**src/rtl/pwm_multi_core_if.sv**
```systemverilog
// Register-side bundle of the multi-channel PWM core.
// Optional PWM_DEADTIME_EN adds the complementary outputs.
interface pwm_multi_core_if #(
  parameter int CH    = 4,
  parameter int WIDTH = 16
);
  logic                en;
  logic                cnt_en;
  logic                out_en;
  logic                center_mode;
  logic [WIDTH-1:0]    period;
  logic [CH*WIDTH-1:0] duty;
  logic [CH-1:0]       duty_sel;
  logic [CH*WIDTH-1:0] ext_dc;
  logic [CH-1:0]       ext_dc_valid;
  logic [CH-1:0]       o_pwm;
  logic                o_frame_end;
`ifdef PWM_DEADTIME_EN
  logic [CH-1:0]       o_pwm_n;
`endif

  modport master (
    output en,
    output cnt_en,
    output out_en,
    output center_mode,
    output period,
    output duty,
    output duty_sel,
    output ext_dc,
    output ext_dc_valid,
`ifdef PWM_DEADTIME_EN
    input  o_pwm_n,
`endif
    input  o_pwm,
    input  o_frame_end
  );

  modport slave (
    input  en,
    input  cnt_en,
    input  out_en,
    input  center_mode,
    input  period,
    input  duty,
    input  duty_sel,
    input  ext_dc,
    input  ext_dc_valid,
`ifdef PWM_DEADTIME_EN
    output o_pwm_n,
`endif
    output o_pwm,
    output o_frame_end
  );
endinterface

```
**src/rtl/pwm_multi_core.sv**
```systemverilog
// N-channel PWM core: shared frame counter, shadowed period/mode/duty.
// Define PWM_DEADTIME_EN for complementary outputs with dead time.
module pwm_multi_core #(
  parameter int CH    = 4,
  parameter int WIDTH = 16
`ifdef PWM_DEADTIME_EN
  ,
  parameter int DEAD  = 2
`endif
) (
  input logic             clk,
  input logic             rst_n,
  pwm_multi_core_if.slave bus
);

  typedef logic [WIDTH-1:0] word_t;

  word_t          cnt_q, cnt_d;
  logic           dir_q, dir_d;
  word_t          per_q, per_d;
  logic           mode_q, mode_d;
  word_t          dact_q [CH];
  word_t          dact_d [CH];
  logic           fe_q;
  logic           fe;
  logic           ld;
  logic [CH-1:0]  cmp;

  // Last cycle of the current frame, from the live counter.
  always_comb begin
    fe = 1'b0;
    if (per_q == '0) begin
      fe = 1'b1;
    end else if (!mode_q) begin
      fe = (cnt_q == per_q);
    end else begin
      fe = (dir_q && cnt_q == word_t'(1)) ||
           (per_q == word_t'(1) && cnt_q == per_q);
    end
  end

  // Counter/direction sequencing for edge and center modes.
  always_comb begin
    cnt_d = cnt_q;
    dir_d = dir_q;
    if (fe) begin
      cnt_d = '0;
      dir_d = 1'b0;
    end else if (!mode_q) begin
      cnt_d = cnt_q + word_t'(1);
    end else if (dir_q) begin
      cnt_d = cnt_q - word_t'(1);
    end else if (cnt_q == per_q) begin
      cnt_d = cnt_q - word_t'(1);
      dir_d = 1'b1;
    end else begin
      cnt_d = cnt_q + word_t'(1);
    end
  end

  // Shadow sources; external duty wins only when selected and valid.
  always_comb begin
    per_d  = bus.period;
    mode_d = bus.center_mode;
    for (int n = 0; n < CH; n++) begin
      if (bus.duty_sel[n] && bus.ext_dc_valid[n])
        dact_d[n] = bus.ext_dc[n*WIDTH +: WIDTH];
      else
        dact_d[n] = bus.duty[n*WIDTH +: WIDTH];
    end
  end

  // Shadows follow inputs while idle, else only at a frame end.
  always_comb begin
    ld = !bus.en || (bus.cnt_en && fe);
  end

  // Per-channel compare against the active duty.
  always_comb begin
    cmp = '0;
    for (int n = 0; n < CH; n++)
      cmp[n] = (cnt_q < dact_q[n]);
  end

  // Counter, direction and frame-end pulse.
  always_ff @(posedge clk or negedge rst_n) begin
    if (!rst_n) begin
      cnt_q <= '0;
      dir_q <= 1'b0;
      fe_q  <= 1'b0;
    end else if (!bus.en) begin
      cnt_q <= '0;
      dir_q <= 1'b0;
      fe_q  <= 1'b0;
    end else if (bus.cnt_en) begin
      cnt_q <= cnt_d;
      dir_q <= dir_d;
      fe_q  <= fe;
    end else begin
      fe_q  <= 1'b0;
    end
  end

  // Active (shadowed) period, mode and duties.
  always_ff @(posedge clk or negedge rst_n) begin
    if (!rst_n) begin
      per_q  <= '0;
      mode_q <= 1'b0;
      for (int n = 0; n < CH; n++)
        dact_q[n] <= '0;
    end else if (ld) begin
      per_q  <= per_d;
      mode_q <= mode_d;
      for (int n = 0; n < CH; n++)
        dact_q[n] <= dact_d[n];
    end
  end

  assign bus.o_frame_end = fe_q;

`ifdef PWM_DEADTIME_EN
  localparam int RW = $clog2(DEAD + 1) + 1;

  logic [CH-1:0] lvl_q;
  logic [RW-1:0] run_q [CH];
  logic [CH-1:0] pa_q;
  logic [CH-1:0] pb_q;
  logic [CH-1:0] settled;

  // A level may drive a pin once it has been stable long enough.
  always_comb begin
    settled = '0;
    for (int n = 0; n < CH; n++)
      settled[n] = (DEAD == 0) ||
                   ((cmp[n] == lvl_q[n]) &&
                    (run_q[n] >= RW'(DEAD - 1)));
  end

  // Stability tracker and non-overlapping complementary pins.
  always_ff @(posedge clk or negedge rst_n) begin
    if (!rst_n) begin
      lvl_q <= '0;
      pa_q  <= '0;
      pb_q  <= '0;
      for (int n = 0; n < CH; n++)
        run_q[n] <= '0;
    end else if (!bus.en) begin
      lvl_q <= '0;
      pa_q  <= '0;
      pb_q  <= '0;
      for (int n = 0; n < CH; n++)
        run_q[n] <= '0;
    end else if (bus.cnt_en) begin
      for (int n = 0; n < CH; n++) begin
        if (cmp[n] != lvl_q[n]) begin
          lvl_q[n] <= cmp[n];
          run_q[n] <= '0;
        end else if (run_q[n] < RW'(DEAD)) begin
          run_q[n] <= run_q[n] + RW'(1);
        end
        pa_q[n] <= bus.out_en & cmp[n] & settled[n];
        pb_q[n] <= bus.out_en & ~cmp[n] & settled[n];
      end
    end
  end

  assign bus.o_pwm   = pa_q;
  assign bus.o_pwm_n = pb_q;
`else
  logic [CH-1:0] pwm_q;

  // Registered compare result, gated by the output enable.
  always_ff @(posedge clk or negedge rst_n) begin
    if (!rst_n) begin
      pwm_q <= '0;
    end else if (!bus.en) begin
      pwm_q <= '0;
    end else if (bus.cnt_en) begin
      pwm_q <= {CH{bus.out_en}} & cmp;
    end
  end

  assign bus.o_pwm = pwm_q;
`endif

endmodule

```
**src/flat_wrapper.sv**
```systemverilog
// flat-port wrapper written by rule: the top's interface ports become plain ports
module pwm_multi_core_flat 
#(
  parameter int CH    = 4,
  parameter int WIDTH = 16

)
  (clk, rst_n, bus_en, bus_cnt_en, bus_out_en, bus_center_mode, bus_period, bus_duty, bus_duty_sel, bus_ext_dc, bus_ext_dc_valid, bus_o_pwm, bus_o_frame_end);
  pwm_multi_core_if #(.CH(CH), .WIDTH(WIDTH)) bus_i ();
  input logic clk;
  input logic rst_n;
  input wire logic [$bits(bus_i.en)-1:0] bus_en;
  input wire logic [$bits(bus_i.cnt_en)-1:0] bus_cnt_en;
  input wire logic [$bits(bus_i.out_en)-1:0] bus_out_en;
  input wire logic [$bits(bus_i.center_mode)-1:0] bus_center_mode;
  input wire logic [$bits(bus_i.period)-1:0] bus_period;
  input wire logic [$bits(bus_i.duty)-1:0] bus_duty;
  input wire logic [$bits(bus_i.duty_sel)-1:0] bus_duty_sel;
  input wire logic [$bits(bus_i.ext_dc)-1:0] bus_ext_dc;
  input wire logic [$bits(bus_i.ext_dc_valid)-1:0] bus_ext_dc_valid;
  output wire logic [$bits(bus_i.o_pwm)-1:0] bus_o_pwm;
  output wire logic [$bits(bus_i.o_frame_end)-1:0] bus_o_frame_end;
  assign bus_i.en = bus_en;
  assign bus_i.cnt_en = bus_cnt_en;
  assign bus_i.out_en = bus_out_en;
  assign bus_i.center_mode = bus_center_mode;
  assign bus_i.period = bus_period;
  assign bus_i.duty = bus_duty;
  assign bus_i.duty_sel = bus_duty_sel;
  assign bus_i.ext_dc = bus_ext_dc;
  assign bus_i.ext_dc_valid = bus_ext_dc_valid;
  assign bus_o_pwm = bus_i.o_pwm;
  assign bus_o_frame_end = bus_i.o_frame_end;
  pwm_multi_core #(.CH(CH), .WIDTH(WIDTH)) u_core (.clk(clk), .rst_n(rst_n), .bus(bus_i));
endmodule
```
**config.mk**
```make
export PLATFORM = sky130hd
export DESIGN_NAME = pwm_multi_core_flat
export DESIGN_NICKNAME = d
export VERILOG_FILES = /design/src/rtl/pwm_multi_core_if.sv /design/src/rtl/pwm_multi_core.sv /design/src/flat_wrapper.sv
export SDC_FILE = /design/constraint.sdc
export NUM_CORES = 1
export LEC_CHECK = 0
export CORE_ASPECT_RATIO = 0.5
export CORE_UTILIZATION = 51
export DETAILED_ROUTE_END_ITERATION = 8
export PLACE_DENSITY_LB_ADDON = 0.3
export SYNTH_ARGS = -nofsm -noshare
export SYNTH_HDL_FRONTEND = slang
export SYNTH_SLANG_ARGS = --single-unit
```
**constraint.sdc**
```tcl
create_clock -name clk -period 3.94 [get_ports clk]
set_clock_uncertainty 0.2 [all_clocks]
set_input_delay 0.788 -clock clk [delete_from_list [all_inputs] [get_ports clk]]
set_output_delay 0.788 -clock clk [all_outputs]
set_load 0.05 [all_outputs]
```
-- Yosys cells after proc, flatten, opt, wreduce, memory -nomap -nowiden
Index checks and enable logic that the tools add are counted.
- output and inout bits: 5
- latch bits: 0
- input port bits: 158
- word-level logic and storage cells: 56
- bits in registers: 103
- memories: 0
- memory bits (read-only): 0
- bits in writable memories: 0
- $add $sub $neg: 2
- shift operators: 0
- $lt $le $gt $ge: 4
- mux-type cells: 22
- equal/unequal tests: 5
- div/mod/pow operators: 0
- reductions and logical operators: 12
- bitwise gates (word level): 1
- multiply operators: 0
- operator list (kind ; number):
    2-to-1 mux 16 bit ; 10
    < comparator 16 bit ; 4
    == test 16 x 1 -> 1 bit, second input constant ; 2
    adder 16 x 1 -> 16 bit, second input constant ; 1
    == test 16 bit ; 1
    logical NOT 16 bit ; 1
    subtractor 16 x 1 -> 16 bit, second input constant ; 1
    2-to-1 mux 1 bit ; 10
    2-to-1 mux 4 bit ; 2
    logical AND 1 bit ; 7
    AND 4 bit ; 1
    inequality test 3 x 1 -> 1 bit, second input constant ; 1
    logical OR 1 bit ; 2
    inequality test 2 x 1 -> 1 bit, second input constant ; 1
    AND reduction 2 bit ; 1
    logical NOT 1 bit ; 1

-- Longest topological paths before layout
- depth in word-level cells: 8
- gate-level depth with buffers: 11
- depth with buffers taken out: 8

-- Worst setup path after synthesis
Ideal clock, no wire load.
- path kind: register to register
- start: register u_core.cnt_q[2]
- end: register u_core.per_q[10]
- slack: 1.044 ns
- stages on the path, launching flop included: 10
- arrival time: 2.570 ns
- period minus slack after synthesis: 2.896 ns
- buffers on the path: 3
- library setup time: 0.125 ns
- required time: 3.615 ns
- cell sequence: dfrtp_1 -> buf_6 -> or3_1 -> or3b_4 -> or4_4 -> o211ai_1 -> a31oi_1 -> buf_6 -> buf_6 -> mux2_4
- cells in the longest elaborated chain, start to end: 7
- elaborated cells on any way between the ends: 9
- those cells by class: eq/ne: 2; mux: 2; reduce/logical: 5
- ends and longest elaborated chain (item ; line ; source):
    start: declaration ; pwm_multi_core.sv:18 ; word_t cnt_q, cnt_d;
    start signal: assignment ; pwm_multi_core.sv:96 ; cnt_q <= cnt_d;
    == test 16 x 1 -> 1 bit or == test 16 bit (tied branches) ; pwm_multi_core.sv:37, pwm_multi_core.sv:35, pwm_multi_core.sv:38 ;
    logical AND 1 bit, on equally long branches ; pwm_multi_core.sv:37, pwm_multi_core.sv:38 ;
    logical OR 1 bit ; pwm_multi_core.sv:37 ; fe = (dir_q && cnt_q == word_t'(1)) ||
    2-to-1 mux 1 bit (*) ; pwm_multi_core.sv:34 ; end else if (!mode_q) begin
    2-to-1 mux 1 bit (*) ; pwm_multi_core.sv:32 ; if (per_q == '0) begin
    logical AND 1 bit (*) ; pwm_multi_core.sv:75 ; ld = !bus.en || (bus.cnt_en && fe);
    logical OR 1 bit (*) ; pwm_multi_core.sv:75 ;
    end signal: assignment ; pwm_multi_core.sv:112 ; per_q <= per_d;
    end: declaration ; pwm_multi_core.sv:20 ; word_t per_q, per_d;
Mark *: on every way between the ends. The rest lies on a longest branch, timed or not.
A chain may end at the register's enable or synchronous reset.

-- Final worst setup path
- start: register u_core.cnt_q[9]
- end: register u_core.cnt_q[10]
- cells in the longest elaborated chain, start to end: 8
- elaborated cells on any way between the ends: 15
- those cells by class: add/sub: 2; eq/ne: 2; mux: 8; reduce/logical: 3
- ends and longest elaborated chain (item ; line ; source):
    parallel branches: the longest is 5 deep, another holds adder 16 x 1 -> 16 bit ; n/a ;
    2-to-1 mux 16 bit (*) ; pwm_multi_core.sv:46 ; if (fe) begin
    2-to-1 mux 16 bit (*) ; pwm_multi_core.sv:95 ; end else if (bus.cnt_en) begin
    2-to-1 mux 16 bit (*) ; pwm_multi_core.sv:91 ; end else if (!bus.en) begin
Every way passes the cells marked *. The select of a mux whose other input is x is not followed.

==> out/metrics.yaml <==
placed_design:
  gp_congestion: 1.00
  dp_hpwl_um: 13200
  placedCellCount: 1031
  io_buffers: 162
  place_ws_ns: 0.992
  place_area_um2: 8550
synthesis:
  muxShareOfSynthArea: 0.135
  synth_cell_types: 46
  synth_xor_area_frac: 0.0232
  synth_largest_area_cell: "dfrtp_1"
  synth_top_family_by_area: "compound AO/OA/AOI/OAI gates"
  synth_top_area_share: 0.379
  yosys_warnings: 0
  ys_ff_latch: 103
  syn_nets: 941
  yosys.area_share.simple: 0.118
  synth_fa_ha_area_frac: 0.116
  synthTopCellsByCount: "dfrtp_1, nand2_1, inv_1"
  yosysMostFrequentCell: "dfrtp_1"
  synth_edf_count: 0
  netlist_area_um2: 6800
  avgSynthCellArea_um2: 9.44
  synthTopCellsByArea: "dfrtp_1, ha_1, mux2i_1, nand2_1, inv_1"
  synth_compound_area_frac: 0.161
  ys_seq_area_frac: 0.379
  synthArstFlopShare: 1.00
  synth_cells: 720
  synth_top_flop_cell: "dfrtp_1"
power_and_ir_drop:
  peakVddDrop_mv: 0.190
  seqPwrFrac: 0.448
  pwr-share-clk: 0.336
  p_comb_frac: 0.216
  intPower_mw: 1.98
  cellLeakagePower_nw: 4.41
  p_sw_mw: 0.764
  p_per_area_nw_per_um2: 310
  switching_share: 0.279
global_route:
  grt_pass1_wl_um: 28800
  grt_max_degree: 102
  gr-total-overflow: 0
  grt_pass1_vias: 6017
  antenna_found_initial: 0
  grt_use_total: 0.265
cells_and_area:
  nFillCells: 1047
  multi_input_area_um2: 3770
  drive_gt1_frac: 0.0582
  nNetsFinal: 1093
  antennaDiodeCount: 0
  postLayoutCellArea_um2: 8850
  finalNonFillerCells: 1047
  area_growth_pct: 30.2
  utilization: 0.689
  ff_latch_area_um2: 2580
timing:
  min_period_ns: 3.02
  tightest_slew_ns: 0.944
  fmax_ghz: 0.332
  hold_violations: 0
  slew_viol_final: 0
  slew_headroom: 0.369
  rsz0062_at_grt: "no"
  setup_violations: 0
  period_share: 0.766
  fin_ws_ns: 0.924
  tns_ns: 0
clocking:
  clock-root-buffer: "clkbuf_16"
  cts.sinks: 103
  path_clk_slew_ns: 0.07
  cts_tree: "done"
  htreeDepth: 3
  cts_max_path_buffers: 2
  post_cts_buffers: 0
  cts_hold_buffers: 0
  cts_resized: 0
  numCtsBuffers: 9
  clk-insertion-delay-late_ns: 0.35
route:
  drt-total-wl_um: 17200
  drt_iter0_markers: 392
  wl_per_cell_um: 16.5
  vias: 5883
  drcViolationCount: 6
  vias_per_cell: 5.62
  dr.pass1.iters: 7
  ant_nets: 0
worst_setup_path:
  r2r_end: "u_core.cnt_q[10]$_DFFE_PN0P_"
  reg2reg_depth: 7
  endpoint_kind: "flop"
  cp.required_ns: 4.01
  worstSetupPathType: "flop to flop"
  r2r_start: "u_core.cnt_q[9]$_DFFE_PN0P_"
  cp-start-kind: "flop"
  rrSetupSlack_ns: 0.92
  cp.arrival_ns: 3.09
  cp_max_fo: 12
status:
  status: "finished with violations"
  violations: "DRC"
hold_path:
  min_path_type: "input pin to async pin"
flow_run:
  drv_cap: 0
floorplan:
  core-area_um2: 12800
  dieArea_um2: 13800
  io_pins: 163
  die_x_um: 165
  die_h_um: 83.6
  start_util: 0.529
  num_rows: 29
-- cell families (layout without fill, tap and decap cells) --
kind of cell,Yosys count,in the layout
mux,83,83
compound gates,177,177
buf+inv,106,263
xor+xnor,18,18
fa+ha+maj,63,63
flops,103,103
simple gates,170,170
-- worst max-delay path: stages, from the launching register on --
cell and delay (ns):
dfrtp_1 0.66, xnor2_1 0.18, nand4_1 0.17, o41ai_2 0.70
and3_1 0.40, a22oi_1 0.14, or3_1 0.34, o22ai_1 0.15
-- power groups by stage --
stage	sequential [mW]	combinational, mW	clock (mW)
floorplan	1.23	0.319	0
global placement	1.24	0.571	0
detailed placement	1.25	0.591	0
CTS	1.23	0.596	0.935
global route	1.24	0.662	0.971
finish	1.23	0.592	0.922
-- layout make-up --
type / instances / area share
timing repair buffer: 172 / 0.193
inverter: 75 / 0.0318
tap: 170 / 0.0240
multi-input combinational: 511 / 0.426
sequential: 103 / 0.291
clock buffer: 10 / 0.0259
clock inverter: 6 / 0.00848
-- flip-flops by register name, summed over array words and instances, names as in the netlist --
name	count
u_core.bus.o_frame_end	1
u_core.bus.o_pwm	4
u_core.cnt_q	16
u_core.dact_q	64
u_core.dir_q	1
u_core.mode_q	1
u_core.per_q	16
-- through the flow --
step | total power [mW] | hold WS (ns)
final | 2.74 | 0.224
after global routing | 2.87 | 0.274
after CTS | 2.76 | 0.254
after detailed placement | 1.84 | 0.270
after global placement | 1.81 | 0.262
after floorplan | 1.55 | 0.244
-- placed cells by master (no fill, tap or decap), types with 10 or more instances in the layout --
cell	count
a211oi_1	10
a21o_1	23
a21oi_1	24
buf_4	10
clkdlybuf4s50_1	161
dfrtp_1	103
ha_1	63
inv_1	75
mux2_4	17
mux2i_1	66
nand2_1	88
nand3_1	12
nand4_1	17
nor2_1	11
nor3_1	12
o21ai_0	39
o21ai_1	40
xnor2_1	17
-- worst max path at each step --
stage / startpoint / end / slack (ns)
after floorplan: u_core.cnt_q[2]$_DFFE_PN0P_ / u_core.per_q[10]$_DFFE_PN0P_ / 1.04
after global placement: bus_en / u_core.mode_q$_DFFE_PN0P_ / 1.05
after detailed placement: u_core.cnt_q[7]$_DFFE_PN0P_ / u_core.per_q[3]$_DFFE_PN0P_ / 0.99
after CTS: u_core.cnt_q[7]$_DFFE_PN0P_ / u_core.per_q[3]$_DFFE_PN0P_ / 0.98
after global routing: u_core.cnt_q[7]$_DFFE_PN0P_ / u_core.per_q[2]$_DFFE_PN0P_ / 0.72
final: u_core.cnt_q[9]$_DFFE_PN0P_ / u_core.cnt_q[10]$_DFFE_PN0P_ / 0.92
-- per-layer routing --
layer,vias to the layer above,GRT usage,share of wire
li1,2846,-,-
met1,2782,0.365,0.46
met2,223,0.426,0.45
met3,32,0.0571,0.074
met4,0,0.0609,0.014
met5,-,0,0
(Power assumes the default switching activity.)
